===== src/rtl/lsu_pkg.sv =====
// Shared types and constants for the load/store unit: FSM states, funct3 memop
// encodings, mcause codes and the fault-cause helper.
package lsu_pkg;

    typedef enum logic [1:0] {
        ST_IDLE,
        ST_REQ,
        ST_RSP,
        ST_DONE
    } lsu_state_e;

    localparam logic [2:0] F3_B   = 3'b000;
    localparam logic [2:0] F3_H   = 3'b001;
    localparam logic [2:0] F3_W   = 3'b010;
    localparam logic [2:0] F3_D   = 3'b011;
    localparam logic [2:0] F3_BU  = 3'b100;
    localparam logic [2:0] F3_HU  = 3'b101;
    localparam logic [2:0] F3_WU  = 3'b110;
    localparam logic [2:0] F3_BAD = 3'b111;

    localparam logic [3:0] CAUSE_LD_MISALIGN = 4'd4;
    localparam logic [3:0] CAUSE_LD_FAULT    = 4'd5;
    localparam logic [3:0] CAUSE_ST_MISALIGN = 4'd6;
    localparam logic [3:0] CAUSE_ST_FAULT    = 4'd7;

    // Byte-enable pattern for an access size taken from funct3[1:0].
    function automatic logic [7:0] size_mask(input logic [1:0] sz);
        case (sz)
            2'd0:    return 8'h01;
            2'd1:    return 8'h03;
            2'd2:    return 8'h0F;
            default: return 8'hFF;
        endcase
    endfunction

    function automatic logic [3:0] fault_cause(input logic we, input logic misaligned);
        if (misaligned) return we ? CAUSE_ST_MISALIGN : CAUSE_LD_MISALIGN;
        return we ? CAUSE_ST_FAULT : CAUSE_LD_FAULT;
    endfunction

endpackage


===== src/rtl/lsu_align.sv =====
// Byte-lane steering for the LSU: store strobe/data shifting and load extraction
// with sign/zero extension. The misalignment check exists only with LSU_MISALIGN_TRAP_EN.
module lsu_align
    import lsu_pkg::*;
#(
    parameter int XLEN = 64,
    localparam int NB = XLEN / 8,
    localparam int OFFW = $clog2(NB)
) (
    input  logic [2:0]      req_memop,
    input  logic [OFFW-1:0] req_off,
    input  logic [XLEN-1:0] req_wdata,
    output logic [NB-1:0]   req_wstrb,
    output logic [XLEN-1:0] req_wdata_sh,
    output logic            req_misalign,
    input  logic [2:0]      rsp_memop,
    input  logic [OFFW-1:0] rsp_off,
    input  logic [XLEN-1:0] rsp_rdata,
    output logic [XLEN-1:0] rsp_ldata
);

    logic [XLEN-1:0] rd_sh;
    logic [63:0]     rd_64;
    logic [63:0]     ld_ext;

    // Lanes shifted past the top of the word fall off; nothing wraps around.
    always_comb begin
        req_wstrb    = NB'(size_mask(req_memop[1:0])) << req_off;
        req_wdata_sh = req_wdata << {req_off, 3'b000};
    end

`ifdef LSU_MISALIGN_TRAP_EN
    logic [2:0] off3;

    always_comb begin
        off3 = 3'(req_off);
        case (req_memop[1:0])
            2'd1:    req_misalign = off3[0];
            2'd2:    req_misalign = |off3[1:0];
            2'd3:    req_misalign = |off3;
            default: req_misalign = 1'b0;
        endcase
    end
`else
    assign req_misalign = 1'b0;
`endif

    // Extension is done at 64 bits so one code path serves both widths.
    always_comb begin
        rd_sh = rsp_rdata >> {rsp_off, 3'b000};
        rd_64 = 64'(rd_sh);
        case (rsp_memop)
            F3_B:    ld_ext = {{56{rd_64[7]}}, rd_64[7:0]};
            F3_H:    ld_ext = {{48{rd_64[15]}}, rd_64[15:0]};
            F3_W:    ld_ext = {{32{rd_64[31]}}, rd_64[31:0]};
            F3_BU:   ld_ext = {56'd0, rd_64[7:0]};
            F3_HU:   ld_ext = {48'd0, rd_64[15:0]};
            F3_WU:   ld_ext = {32'd0, rd_64[31:0]};
            default: ld_ext = rd_64;
        endcase
        rsp_ldata = ld_ext[XLEN-1:0];
    end

endmodule


===== src/rtl/lsu_hs.sv =====
// Load/store unit with a valid/ready memory bus, precise fault reporting and a
// response timeout. Misaligned accesses trap only when LSU_MISALIGN_TRAP_EN is defined.
module lsu_hs
    import lsu_pkg::*;
#(
    parameter int XLEN        = 64,
    parameter int TIMEOUT_CYC = 255
) (
    input  logic              clk,
    input  logic              rst,
    input  logic              req_valid,
    output logic              req_ready,
    input  logic              req_we,
    input  logic [2:0]        req_memop,
    input  logic [XLEN-1:0]   req_addr,
    input  logic [XLEN-1:0]   req_wdata,
    input  logic [XLEN-1:0]   req_pc,
    output logic              mem_req_valid,
    input  logic              mem_req_ready,
    output logic [XLEN-1:0]   mem_req_addr,
    output logic              mem_req_we,
    output logic [XLEN-1:0]   mem_req_wdata,
    output logic [XLEN/8-1:0] mem_req_wstrb,
    input  logic              mem_rsp_valid,
    input  logic [XLEN-1:0]   mem_rsp_rdata,
    input  logic              mem_rsp_err,
    output logic              rsp_valid,
    output logic [XLEN-1:0]   rsp_data,
    output logic              rsp_exc,
    output logic [3:0]        rsp_cause,
    output logic [XLEN-1:0]   rsp_pc,
    output logic              busy
);

    localparam int NB    = XLEN / 8;
    localparam int OFFW  = $clog2(NB);
    localparam int CNT_W = $clog2(TIMEOUT_CYC + 1);

    lsu_state_e      state_q, state_d;
    logic [CNT_W-1:0] cnt_q, cnt_d, cnt_inc;
    logic [2:0]      memop_q, memop_d;
    logic [OFFW-1:0] off_q, off_d;
    logic [XLEN-1:0] pc_q, pc_d;
    logic            req_ready_q, req_ready_d;
    logic            mem_req_valid_q, mem_req_valid_d;
    logic [XLEN-1:0] mem_req_addr_q, mem_req_addr_d;
    logic            mem_req_we_q, mem_req_we_d;
    logic [XLEN-1:0] mem_req_wdata_q, mem_req_wdata_d;
    logic [NB-1:0]   mem_req_wstrb_q, mem_req_wstrb_d;
    logic            rsp_valid_q, rsp_valid_d;
    logic [XLEN-1:0] rsp_data_q, rsp_data_d;
    logic            rsp_exc_q, rsp_exc_d;
    logic [3:0]      rsp_cause_q, rsp_cause_d;
    logic [XLEN-1:0] rsp_pc_q, rsp_pc_d;

    logic            illegal;
    logic            misalign;
    logic [NB-1:0]   wstrb_sh;
    logic [XLEN-1:0] wdata_sh;
    logic [XLEN-1:0] ldata;

    lsu_align #(.XLEN(XLEN)) u_align (
        .req_memop    (req_memop),
        .req_off      (req_addr[OFFW-1:0]),
        .req_wdata    (req_wdata),
        .req_wstrb    (wstrb_sh),
        .req_wdata_sh (wdata_sh),
        .req_misalign (misalign),
        .rsp_memop    (memop_q),
        .rsp_off      (off_q),
        .rsp_rdata    (mem_rsp_rdata),
        .rsp_ldata    (ldata)
    );

    // 64-bit-only encodings are illegal on a 32-bit core.
    always_comb begin
        illegal = (req_memop == F3_BAD) ||
                  ((XLEN == 32) && ((req_memop == F3_D) || (!req_we && (req_memop == F3_WU))));
    end

    always_comb begin
        state_d         = state_q;
        cnt_d           = cnt_q;
        cnt_inc         = cnt_q + CNT_W'(1);
        memop_d         = memop_q;
        off_d           = off_q;
        pc_d            = pc_q;
        req_ready_d     = req_ready_q;
        mem_req_valid_d = mem_req_valid_q;
        mem_req_addr_d  = mem_req_addr_q;
        mem_req_we_d    = mem_req_we_q;
        mem_req_wdata_d = mem_req_wdata_q;
        mem_req_wstrb_d = mem_req_wstrb_q;
        rsp_valid_d     = 1'b0;
        rsp_data_d      = rsp_data_q;
        rsp_exc_d       = rsp_exc_q;
        rsp_cause_d     = rsp_cause_q;
        rsp_pc_d        = rsp_pc_q;

        unique case (state_q)
            ST_IDLE: begin
                if (req_valid) begin
                    memop_d     = req_memop;
                    off_d       = req_addr[OFFW-1:0];
                    pc_d        = req_pc;
                    req_ready_d = 1'b0;
                    if (illegal || misalign) begin
                        state_d     = ST_DONE;
                        rsp_valid_d = 1'b1;
                        rsp_exc_d   = 1'b1;
                        rsp_cause_d = fault_cause(req_we, !illegal);
                        rsp_data_d  = '0;
                        rsp_pc_d    = req_pc;
                    end else begin
                        state_d         = ST_REQ;
                        mem_req_valid_d = 1'b1;
                        mem_req_addr_d  = {req_addr[XLEN-1:OFFW], {OFFW{1'b0}}};
                        mem_req_we_d    = req_we;
                        mem_req_wdata_d = wdata_sh;
                        mem_req_wstrb_d = wstrb_sh;
                    end
                end
            end
            ST_REQ: begin
                if (mem_req_ready) begin
                    state_d         = ST_RSP;
                    mem_req_valid_d = 1'b0;
                    cnt_d           = '0;
                end
            end
            ST_RSP: begin
                cnt_d = cnt_inc;
                // A response arriving on the timeout cycle still completes normally.
                if (mem_rsp_valid) begin
                    state_d     = ST_DONE;
                    rsp_valid_d = 1'b1;
                    rsp_exc_d   = mem_rsp_err;
                    rsp_cause_d = mem_rsp_err ? fault_cause(mem_req_we_q, 1'b0) : 4'd0;
                    rsp_data_d  = (mem_rsp_err || mem_req_we_q) ? '0 : ldata;
                    rsp_pc_d    = pc_q;
                end else if (cnt_inc == CNT_W'(TIMEOUT_CYC)) begin
                    state_d     = ST_DONE;
                    rsp_valid_d = 1'b1;
                    rsp_exc_d   = 1'b1;
                    rsp_cause_d = fault_cause(mem_req_we_q, 1'b0);
                    rsp_data_d  = '0;
                    rsp_pc_d    = pc_q;
                end
            end
            ST_DONE: begin
                state_d     = ST_IDLE;
                req_ready_d = 1'b1;
            end
            default: begin
                state_d     = ST_IDLE;
                req_ready_d = 1'b1;
            end
        endcase
    end

    always_ff @(posedge clk) begin
        if (rst) begin
            state_q         <= ST_IDLE;
            cnt_q           <= '0;
            memop_q         <= '0;
            off_q           <= '0;
            pc_q            <= '0;
            req_ready_q     <= 1'b1;
            mem_req_valid_q <= 1'b0;
            mem_req_addr_q  <= '0;
            mem_req_we_q    <= 1'b0;
            mem_req_wdata_q <= '0;
            mem_req_wstrb_q <= '0;
            rsp_valid_q     <= 1'b0;
            rsp_data_q      <= '0;
            rsp_exc_q       <= 1'b0;
            rsp_cause_q     <= '0;
            rsp_pc_q        <= '0;
        end else begin
            state_q         <= state_d;
            cnt_q           <= cnt_d;
            memop_q         <= memop_d;
            off_q           <= off_d;
            pc_q            <= pc_d;
            req_ready_q     <= req_ready_d;
            mem_req_valid_q <= mem_req_valid_d;
            mem_req_addr_q  <= mem_req_addr_d;
            mem_req_we_q    <= mem_req_we_d;
            mem_req_wdata_q <= mem_req_wdata_d;
            mem_req_wstrb_q <= mem_req_wstrb_d;
            rsp_valid_q     <= rsp_valid_d;
            rsp_data_q      <= rsp_data_d;
            rsp_exc_q       <= rsp_exc_d;
            rsp_cause_q     <= rsp_cause_d;
            rsp_pc_q        <= rsp_pc_d;
        end
    end

    assign req_ready     = req_ready_q;
    assign busy          = !req_ready_q;
    assign mem_req_valid = mem_req_valid_q;
    assign mem_req_addr  = mem_req_addr_q;
    assign mem_req_we    = mem_req_we_q;
    assign mem_req_wdata = mem_req_wdata_q;
    assign mem_req_wstrb = mem_req_wstrb_q;
    assign rsp_valid     = rsp_valid_q;
    assign rsp_data      = rsp_data_q;
    assign rsp_exc       = rsp_exc_q;
    assign rsp_cause     = rsp_cause_q;
    assign rsp_pc        = rsp_pc_q;

endmodule


===== config.mk =====
export PLATFORM = sky130hd
export DESIGN_NAME = lsu_hs
export DESIGN_NICKNAME = d
export VERILOG_FILES = /design/src/rtl/lsu_pkg.sv /design/src/rtl/lsu_align.sv /design/src/rtl/lsu_hs.sv
export SDC_FILE = /design/constraint.sdc
export NUM_CORES = 1
export LEC_CHECK = 0
export BUFFER_PORTS_ARGS = -buffer_cell sky130_fd_sc_hd__buf_4
export CAP_MARGIN = 20
export CORE_AREA = 2 2 209 211
export DETAILED_ROUTE_END_ITERATION = 16
export DIE_AREA = 0 0 211 213
export GPL_TIMING_DRIVEN = 0
export SYNTH_ARGS = -nofsm -noshare
export SYNTH_HDL_FRONTEND = slang
export SYNTH_SLANG_ARGS = --single-unit

===== constraint.sdc =====
create_clock -name clk -period 4 [get_ports clk]
set_input_delay 0.2 -clock clk [delete_from_list [all_inputs] [get_ports clk]]
set_output_delay 0.2 -clock clk [all_outputs]
set_load 0.005 [all_outputs]

==> run_results.csv, run 1 <==
group,metric,value,unit
clock_network,postCtsResizedCells,0,
global_route,overflow,0,
die,die_w,211,um
final_layout,mostFrequentLayoutCells,"547 x buf_4, 347 x dfxtp_1, 338 x nand2_1, 272 x a21oi_1, 149 x dlygate4sd3_1",
die,rows,76,
setup_path,worstPathCellList,"inv_1, ha_1, and2_1, buf_2, nand2_1, clkbuf_1, buf_1, nand2_1, a21oi_1",
die,initial_core_util,39.15,%
setup_path,worst-path-max-fanout,10,
final_layout,num-nets-final,2910,
route,vias,17740,
timing,grt_setup_unrepaired,"false",
setup_path,crit_slowest_cell,"clkbuf_1",
logic_synthesis,synth.yosys.seq_area_share,41.55,%
final_layout,mostFrequentLayoutCell,"buf_4",
final_layout,syn_to_final_growth,44.45,%
route,routed_wire_length,74610,um
route,detail_route.drc_violations,0,
logic_synthesis,synth-edff-count,0,
clock_network,ctsHtreeMaxLevel,2,
timing,period_needed,2.881,ns
run_status,status,"finished, final reports clean",
die,die-area,44940,sq um
logic_synthesis,flops_latches_synth,347,
logic_synthesis,yosysUniqueCellTypes,65,
clock_network,cts_root_buffer,"clkbuf_16",
setup_path,kind_of_end_point_of_the_critical_path,"flop",
logic_synthesis,yosysTopAreaCell,"dfxtp_1",
placed_design,portBuffers,529,
setup_path,start_kind,"flop",
final_layout,num-fill-cells,3835,
route,via_per_inst,5.526,
timing,setup_ws,1.119,ns
clock_network,cts_made_buffers,40,
setup_path,worst-setup-path-type,"flop to flop",
clock_network,numClockSinks,347,
power_and_ir_drop,fin_total_pwr,0.01315,W
logic_synthesis,async_reset_ff_share,0,%
clock_network,tritoncts_clock_tree,"built",
logic_synthesis,post_synth_top_area_share,41.55,%
logic_synthesis,post_synth_fa_ha_maj_area_fraction,0.4491,%
logic_synthesis,synth_compound_gate_area_share,25.05,%
logic_synthesis,synth_area_per_cell,8.721,sq um
timing,timing.final.hold_violations,0,
route,antenna_left,0,
logic_synthesis,dominant_combinational_cell_family_by_area_after_synthesis,"compound AO/OA/AOI/OAI gates",
die,die_h,213,um
timing,relSlewSlack,38.16,%
timing,timing.hold.ws,0.06475,ns
die,floorplan.io_pins,540,
die,core_area,42700,sq um
logic_synthesis,synth_simple_gate_area_share,14.36,%
min_path,hp-start,"mem_rsp_valid",
global_route,first_global_vias,17440,
global_route,antenna_violations_before_repair,3,
logic_synthesis,synth_cells,1917,
clock_network,clk_pin_slew_worst_paths,0.06,ns
setup_path,critical_path.reg2reg.endpoint,"mem_req_addr[48]",
timing,setup-violations-final,0,
final_layout,post_layout_util,56.56,%
placed_design,preCtsSetupSlack,1.186,ns
clock_network,insertion_delay,0.57,ns
final_layout,layout-drive-gt1-share,30.09,%
logic_synthesis,synth_xor_area_share,0,%
min_path,number_of_instances_on_the_worst_hold_path,3,
final_layout,seqCellArea,6947,sq um
timing,final_max_slew_violation_count,0,
logic_synthesis,yosys_most_used_dff,"dfxtp_1",
route,avgRoutedWirePerCell,23.24,um
setup_path,cp_common_cell,"nand2_1",
timing,layout_worst_path_cycle_share,72.04,%
setup_path,reg2reg_from,"state_q[0]",
logic_synthesis,yosys-mux-area-fraction,12.25,%
timing,tightestPinTransition,0.9019,ns
flow_run,max-cap-violations,0,
global_route,wire_length_of_the_first_global_routing_pass,108000,um
timing,totalNegativeSetupSlack,0,ns
timing,max_clock_freq,347.0,MHz
min_path,min-delay-path-class,"input pin to flop",
logic_synthesis,synth_area,16720,sq um
power_and_ir_drop,power.static_leakage,9.863,nW
logic_synthesis,synth.yosys.warnings,0,
route,initialDrtViolationCount,1380,
power_and_ir_drop,max-vdd-ir-drop,0.3261,mV
setup_path,worst-endpoint-arrival,3.37,ns
global_route,grt_start_max_net_pins,14,
placed_design,detailedPlacementHpwl,56970,um
power_and_ir_drop,power_per_cell_area,544.5,nW/um^2
setup_path,r2r_cells,9,
route,drt_pre_antenna_iters,5,
placed_design,finalWeightedCongestion,0.9763,
min_path,timing.hold.worst_endpoint,"rsp_valid",
global_route,grt_usage,31.71,%
setup_path,crit_path_max_incr_delay,0.58,ns
logic_synthesis,synth_top_cells_by_area,"dfxtp_1 42%, a21oi_1 8.1%, mux2i_1 8.1%",
final_layout,multi_input_comb_area,8727,sq um
timing,clock-skew-final,0.01119,ns
clock_network,clk_path_buf_depth,3,
setup_path,reg2reg_setup_slack,1.12,ns
setup_path,critical_path_required,4.49,ns
## worst max-delay path, delay by kind of cell (launching register included)
family | cells | cell delay (ns)
buf+inv | 4 | 1.33
simple gates | 3 | 0.63
compound gates | 1 | 0.17
fa+ha+maj | 1 | 0.30
flops | 1 | 0.38
## cell usage after synthesis (33+ instances only)
cell type	count
a211oi_2	62
mux2_2	33
buf_2	47
nor2_1	124
a22o_1	48
a22oi_1	39
a21oi_1	272
dfxtp_1	347
clkbuf_1	83
o21ai_0	70
mux2i_1	136
nand2_1	338
a211oi_1	35
## layout make-up
class | instances | area share, %
clock inverters | 13 | 0.5751
clock buffers | 53 | 4.762
diodes | 2 | 0.02073
well taps | 546 | 2.829
plain buffers | 188 | 4.228
multi-input cells | 1376 | 36.14
repair buffers | 676 | 22.54
inverters | 9 | 0.1399
flip-flops and latches | 347 | 28.77
## cells by family (layout without fill, tap and decap cells)
logic type / count (synthesis) / count (layout)
fa+ha+maj: 6 / 6
simple gates: 566 / 566
buf+inv: 197 / 939
other cells: 1 / 6
flops: 347 / 347
compound gates: 617 / 617
mux: 183 / 183
## where the power goes
part	switching, W	internal (W)	total (W)
Sequential	0.000380	0.00402	0.00440
Combinational	0.00295	0.00212	0.00508
Clock	0.00153	0.00214	0.00368
## worst max path at each step
stage / slack (ns) / endpoint / startpoint
4_1_cts: 1.10 / mem_req_valid / state_q[0]
5_1_grt: 0.90 / mem_req_addr[48] / state_q[0]
2_1_floorplan: 1.91 / rsp_data[16] / cnt_q[0]
3_3_place_gp: 1.20 / mem_req_wdata[38] / state_q[0]
3_5_place_dp: 1.19 / mem_req_wdata[36] / state_q[0]
6_report: 1.12 / mem_req_addr[48] / state_q[0]
## metrics by stage
stage / cells / instance area [sq um]
after floorplan: 1920 / 16730
after global placement: 2995 / 21380
after detailed placement: 2995 / 21380
after CTS: 3208 / 24140
after global routing: 3209 / 24150
final: 3210 / 24150
## flip-flops by register name, indices dropped and copies added (netlist names)
| signal | count |
|---|---|
| rsp_pc | 64 |
| req_ready | 1 |
| rsp_valid | 1 |
| mem_req_valid | 1 |
| off_q | 3 |
| mem_req_wdata | 64 |
| state_q | 2 |
| rsp_cause | 2 |
| pc_q | 64 |
| cnt_q | 8 |
| memop_q | 3 |
| mem_req_wstrb | 8 |
| mem_req_addr | 61 |
| rsp_data | 64 |
| mem_req_we | 1 |
## timing repair
item                                    4_1_cts  5_1_grt
endpoints found under the hold margin       176        0
buffers inserted                              0        0
hold buffers                                147        0
endpoints found under the setup margin        0        0
## routing by layer
layer	routed length [um]	vias up	track usage (%)
met2	34800	846	53.19
met4	3062	2	12.19
met1	31280	8454	40.11
met5	11	-	0
li1	-	8286	-
met3	5456	151	6.486
No activity file was read; power rests on OpenSTA's default activity.
==> inputs of run 2 (changes only) <==
Settings changed: CORE_AREA 2 2 209 211 to 2 2 210 212, DIE_AREA 0 0 211 213 to 0 0 212 214, PLACE_DENSITY set to 0.66.
Clock period 4 ns to 2.4 ns, I/O delays scaled along.
==> run 2 against run 1 <==
- cell count is 1.4% higher
- maximum frequency up 24%
- clock-buffer cell count is 2 higher
==> run_results.csv, run 2 (synthesis gave the netlist of run 1 again) <==
group,metric,value,unit
run_status,status,"finished, final reports clean",
placed_design,preCtsSetupSlack,-0.4875,ns
setup_path,reg2reg_from,"state_q[0]",
power_and_ir_drop,power.static_leakage,9.917,nW
clock_network,cts_made_buffers,40,
route,drt_pre_antenna_iters,5,
placed_design,finalWeightedCongestion,0.9939,
clock_network,numClockSinks,347,
setup_path,critical_path_required,2.88,ns
setup_path,worst-endpoint-arrival,2.80,ns
global_route,grt_usage,31.15,%
final_layout,mostFrequentLayoutCells,"549 x buf_4, 345 x dfxtp_1, 336 x nand2_1, 271 x a21oi_1, 152 x dlygate4sd3_1",
route,detail_route.drc_violations,0,
timing,grt_setup_unrepaired,"true",
placed_design,place_area,21430,sq um
global_route,overflow,0,
timing,setup_ws,0.08470,ns
global_route,wire_length_of_the_first_global_routing_pass,109100,um
timing,setup-violations-final,0,
setup_path,start_kind,"flop",
global_route,grt_busiest_layer,"met2",
min_path,hp-start,"req_wdata[14]",
final_layout,mostFrequentLayoutCell,"buf_4",
clock_network,cts_root_buffer,"clkbuf_16",
final_layout,layout-drive-gt1-share,30.80,%
final_layout,final_cells,3255,
setup_path,reg2reg_setup_slack,0.08,ns
final_layout,multi_input_comb_area,8781,sq um
global_route,grt_start_max_net_pins,13,
power_and_ir_drop,power_per_cell_area,901.3,nW/um^2
timing,layout_worst_path_cycle_share,96.47,%
die,rows,76,
global_route,first_global_vias,17930,
setup_path,critical_path.reg2reg.endpoint,"mem_req_addr[60]",
die,die-area,45370,sq um
route,initialDrtViolationCount,1325,
final_layout,num-fill-cells,3762,
timing,relSlewSlack,48.11,%
global_route,globalRouteMet1Util,38.06,%
clock_network,clk_path_buf_depth,3,
placed_design,portBuffers,529,
timing,final_max_slew_violation_count,0,
clock_network,ctsHtreeMaxLevel,2,
min_path,min-delay-path-class,"input pin to flop",
die,initial_core_util,38.98,%
route,avgRoutedWirePerCell,22.57,um
die,floorplan.io_pins,540,
die,core_area,42890,sq um
placed_design,placed_cells_incl_taps,3034,
global_route,grtUsageMet2,52.19,%
timing,tightestPinTransition,0.7784,ns
die,die_h,214,um
power_and_ir_drop,max-vdd-ir-drop,0.6125,mV
clock_network,tritoncts_clock_tree,"built",
timing,timing.final.hold_violations,0,
die,die_w,212,um
global_route,antenna_violations_before_repair,2,
min_path,timing.hold.worst_endpoint,"mem_req_wdata[22]",
route,vias,17950,
route,antenna_left,0,
setup_path,kind_of_end_point_of_the_critical_path,"flop",
flow_run,max-cap-violations,0,
timing,max_clock_freq,431.9,MHz
setup_path,worst-path-max-fanout,10,
min_path,number_of_instances_on_the_worst_hold_path,5,
timing,clock-skew-final,0.02070,ns
clock_network,insertion_delay,0.57,ns
setup_path,worst-setup-path-type,"flop to flop",
setup_path,r2r_cells,9,
final_layout,finalInstanceArea,24300,sq um
global_route,global_route_met3_usage,7.081,%
final_layout,syn_to_final_growth,45.35,%
final_layout,seqCellArea,6952,sq um
route,routed_wire_length,73450,um
route,via_per_inst,5.515,
final_layout,num-nets-final,2915,
timing,period_needed,2.315,ns
clock_network,clk_pin_slew_worst_paths,0.06,ns
placed_design,detailedPlacementHpwl,55210,um
==> run 2: repair_timing <==
item / in CTS / in global routing
hold endpoints to repair: 229 / 0
pin swaps: 1 / 3
endpoints found under the setup margin: 251 / 226
gates resized for setup: 24 / 21
setup buffers: 1 / 0
gates cloned: 0 / 1
hold buffers: 150 / 0
==> run 2: where the power goes <==
group	switching (W)	internal [W]	total [W]
Combinational	0.00497	0.00363	0.00860
Sequential	0.000612	0.00670	0.00731
Clock	0.00255	0.00344	0.00599
Total	0.00813	0.0138	0.0219
==> run 2: through the flow <==
| step | setup TNS [ns] | hold WS [ns] | utilization (%) | total power [W] |
|---|---|---|---|---|
| after floorplan | 0 | 0.2362 | - | 0.01214 |
| after global routing | -0.5607 | 0.05269 | 56.66 | 0.02296 |
| after global placement | -40.57 | 0.3505 | 49.97 | 0.01542 |
| final | 0 | 0.03686 | 56.66 | 0.02190 |
| after detailed placement | -50.92 | 0.3542 | 49.97 | 0.01554 |
| after CTS | 0 | 0.003963 | 56.51 | 0.02180 |
==> run 2: cell type report <==
type                    instances  area share [%]
well taps                     585           3.012
clock inverters                13          0.5767
multi-input cells            1377           36.14
flip-flops and latches        347           28.61
clock buffers                  55           4.557
plain buffers                 188           4.403
inverters                       9          0.1390
diodes                          1         0.01030
repair buffers                680           22.55
==> run 2: routing by layer <==
metal	wire length, um	part of all wire, %
met2	34640	47
met4	3284	4.5
met5	11	0.015
met1	29450	40
met3	6074	8.3
==> run 2: critical path: stages, from the launching register on <==
cell and delay, ns:
dfxtp_1 0.34, inv_1 0.14, ha_4 0.21, and2_1 0.14
clkbuf_4 0.23, and2_1 0.16, buf_2 0.20, clkbuf_1 0.48
nand2_1 0.16, a21oi_1 0.17
==> run 2: worst max path at each step <==
stage / end / start / cells past startpoint / slack (ns)
after floorplan: rsp_data[21] / cnt_q[0] / 10 / 0.31
after global placement: mem_req_wdata[33] / state_q[0] / 9 / -0.41
after detailed placement: mem_req_addr[54] / state_q[0] / 9 / -0.49
after CTS: mem_req_addr[8] / state_q[0] / 10 / 0.004
after global routing: mem_req_wdata[1] / state_q[0] / 10 / -0.07
final: mem_req_addr[60] / state_q[0] / 9 / 0.08
==> inputs of run 3 (changes only) <==
--- a/config.mk
+++ b/config.mk
@@ -7,9 +7,9 @@
 export LEC_CHECK = 0
-export BUFFER_PORTS_ARGS = -buffer_cell sky130_fd_sc_hd__buf_4
 export CAP_MARGIN = 20
-export CORE_AREA = 2 2 210 212
+export CORE_AREA = 2 2 209 211
 export DETAILED_ROUTE_END_ITERATION = 16
-export DIE_AREA = 0 0 212 214
+export DIE_AREA = 0 0 211 213
+export DONT_BUFFER_PORTS = 1
 export GPL_TIMING_DRIVEN = 0
-export PLACE_DENSITY = 0.66
+export PLACE_DENSITY_LB_ADDON = 0.12
 export SYNTH_ARGS = -nofsm -noshare
--- a/constraint.sdc
+++ b/constraint.sdc
@@ -3,2 +3,2 @@
 set_output_delay 0.12 -clock clk [all_outputs]
-set_load 0.005 [all_outputs]
+set_load 0.1 [all_outputs]
==> run 3 against run 2 <==
- utilization fell by 7.2 points
- via count fell by 11%
- combinational power fell by 13%
- non-clock buffer count fell by 475
- sequential share of layout area rose by 4.3 points
- routed wire length fell by 6.0%
- largest power group is now sequential cells
==> run_results.csv, run 3 (synthesis gave the netlist of run 1 again) <==
group,metric,value,unit
timing,timing.final.hold_violations,0,
clock_network,clk_pin_slew_worst_paths,0.06,ns
global_route,grt_usage,29.32,%
power_and_ir_drop,fin_total_pwr,0.02614,W
route,antenna_left,0,
timing,period_needed,2.250,ns
timing,timing.hold.ws,0.02064,ns
setup_path,start_kind,"flop",
power_and_ir_drop,max-vdd-ir-drop,0.7454,mV
power_and_ir_drop,seq_power_share,47.2,%
timing,layout_worst_path_cycle_share,93.75,%
route,initialDrtViolationCount,1257,
final_layout,num-nets-final,2439,
global_route,first_global_vias,15510,
power_and_ir_drop,power_per_cell_area,1237,nW/um^2
placed_design,portBuffers,0,
flow_run,max-cap-violations,0,
setup_path,critical_path_buf_inv_count,4,
placed_design,finalWeightedCongestion,0.9456,
clock_network,ctsHtreeMaxLevel,2,
timing,clock-skew-final,0.01941,ns
power_and_ir_drop,sw_frac_of_total,48.64,%
die,core_area,42700,sq um
final_layout,layout-drive-gt1-share,14.53,%
setup_path,worst-endpoint-arrival,2.75,ns
placed_design,placed_cells_incl_taps,2466,
die,floorplan.io_pins,540,
global_route,antenna_violations_before_repair,6,
timing,tightestPinTransition,1.146,ns
timing,final_max_slew_violation_count,0,
setup_path,worst-setup-path-type,"flop to flop",
timing,totalNegativeSetupSlack,0,ns
setup_path,reg2reg_setup_slack,0.15,ns
min_path,number_of_instances_on_the_worst_hold_path,4,
final_layout,mostFrequentLayoutCell,"dfxtp_1",
final_layout,final_cells,2746,
setup_path,critPathTopFamily,"buffers and inverters",
clock_network,tritoncts_clock_tree,"built",
route,detail_route.drc_violations,0,
die,die-area,44940,sq um
global_route,global_route_met3_usage,9.443,%
setup_path,worst-path-max-fanout,10,
global_route,overflow,0,
run_status,status,"finished, final reports clean",
clock_network,clk_path_buf_depth,3,
placed_design,place_area,17410,sq um
clock_network,cts_made_buffers,40,
global_route,grt_start_max_net_pins,13,
setup_path,critical_path_required,2.90,ns
final_layout,finalInstanceArea,21130,sq um
clock_network,numClockSinks,347,
setup_path,crit_slowest_cell,"mux2_2",
global_route,globalRouteMet1Util,35.58,%
die,rows,76,
route,drt_pre_antenna_iters,5,
setup_path,r2r_cells,8,
route,avgRoutedWirePerCell,25.15,um
timing,max_clock_freq,444.5,MHz
route,vias,16030,
final_layout,num-fill-cells,4059,
min_path,timing.hold.worst_endpoint,"mem_req_wdata[32]",
power_and_ir_drop,share_comb_of_total_power,28.5,%
setup_path,critical_path.reg2reg.endpoint,"rsp_data[5]",
power_and_ir_drop,p_clk_share,24.3,%
final_layout,mostFrequentLayoutCells,"343 x dfxtp_1, 336 x nand2_1, 272 x a21oi_1, 185 x dlygate4sd3_1, 136 x mux2i_1",
min_path,hp-start,"req_wdata[8]",
route,routed_wire_length,69070,um
power_and_ir_drop,p_int,0.01343,W
min_path,min-delay-path-class,"input pin to flop",
die,die_h,213,um
global_route,grtUsageMet2,47.83,%
setup_path,reg2reg_from,"off_q[0]",
setup_path,crit_path_max_incr_delay,0.39,ns
route,via_per_inst,5.838,
setup_path,kind_of_end_point_of_the_critical_path,"flop",
timing,setup-violations-final,0,
final_layout,syn_to_final_growth,26.37,%
global_route,grt_busiest_layer,"met2",
die,initial_core_util,39.15,%
die,die_w,211,um
setup_path,cp_common_cell,"buf_2",
clock_network,cts_root_buffer,"clkbuf_16",
clock_network,insertion_delay,0.57,ns
global_route,wire_length_of_the_first_global_routing_pass,99860,um
placed_design,detailedPlacementHpwl,50260,um
power_and_ir_drop,power.static_leakage,7.609,nW
setup_path,worstPathCellList,"buf_2, clkbuf_4, buf_4, buf_2, mux2_2, o21ai_0, nand4b_1, o21ai_1",
power_and_ir_drop,netSwitchingPower,0.01271,W
timing,relSlewSlack,23.51,%
run 3: tightest hold or removal path: cells and delay by family:
kind | cells | cell delay (ns)
AOI/OAI and AO/OA | 3 | 0.39
muxes | 1 | 0.05
run 3: layout make-up:
class                      count  area (sq um)  share of cell area (%)
clock buffer                  62          1196                   5.662
clock inverter                 8         153.9                  0.7285
tap                          546         683.2                   3.234
inverter                       9         33.78                  0.1599
buffer                       188          1161                   5.496
sequential                   347          6957                   32.93
multi-input combinational   1376          8805                   41.68
timing repair buffer         205          2123                   10.05
antenna                        5         12.51                 0.05923
run 3: worst max path at each step:
| stage | slack, ns | cells after the start | to | start |
|---|---|---|---|---|
| CTS | 0.01 | 10 | rsp_pc[50] | cnt_q[0] |
| finish | 0.15 | 8 | rsp_data[5] | off_q[0] |
| floorplan | 0.21 | 7 | rsp_data[36] | mem_req_we |
| global placement | -0.53 | 9 | mem_req_wdata[36] | state_q[0] |
| global route | -0.009 | 9 | mem_req_wdata[33] | state_q[1] |
| detailed placement | -0.57 | 9 | mem_req_wdata[38] | state_q[0] |
run 3: power by group through the flow:
stage	Clock [W]	Combinational, W	Sequential, W
floorplan	0	0.00498	0.0121
global placement	0	0.00653	0.0124
detailed placement	0	0.00660	0.0124
CTS	0.00647	0.00700	0.0124
global route	0.00667	0.00808	0.0124
finish	0.00636	0.00744	0.0123
run 3: metrics by stage:
step                utilization [%]  setup WS (ns)
floorplan                         -         0.2056
CTS                           48.44        0.01446
global placement              40.78        -0.5315
finish                        49.48         0.1501
global route                  49.48      -0.008850
detailed placement            40.78        -0.5713
run 3: per-layer routing:
metal,vias up,share of wire (%)
met5,-,0
met4,0,4.0
met3,160,10
met2,828,46
met1,7690,40
li1,7352,-
run 3: what timing repair did:
item,CTS,global route
resized for setup,32,48
hold endpoints to repair,276,1
buffers inserted,3,11
endpoints found under the setup margin,248,233
pin swaps,2,11
hold buffers,182,1
gates cloned,0,6
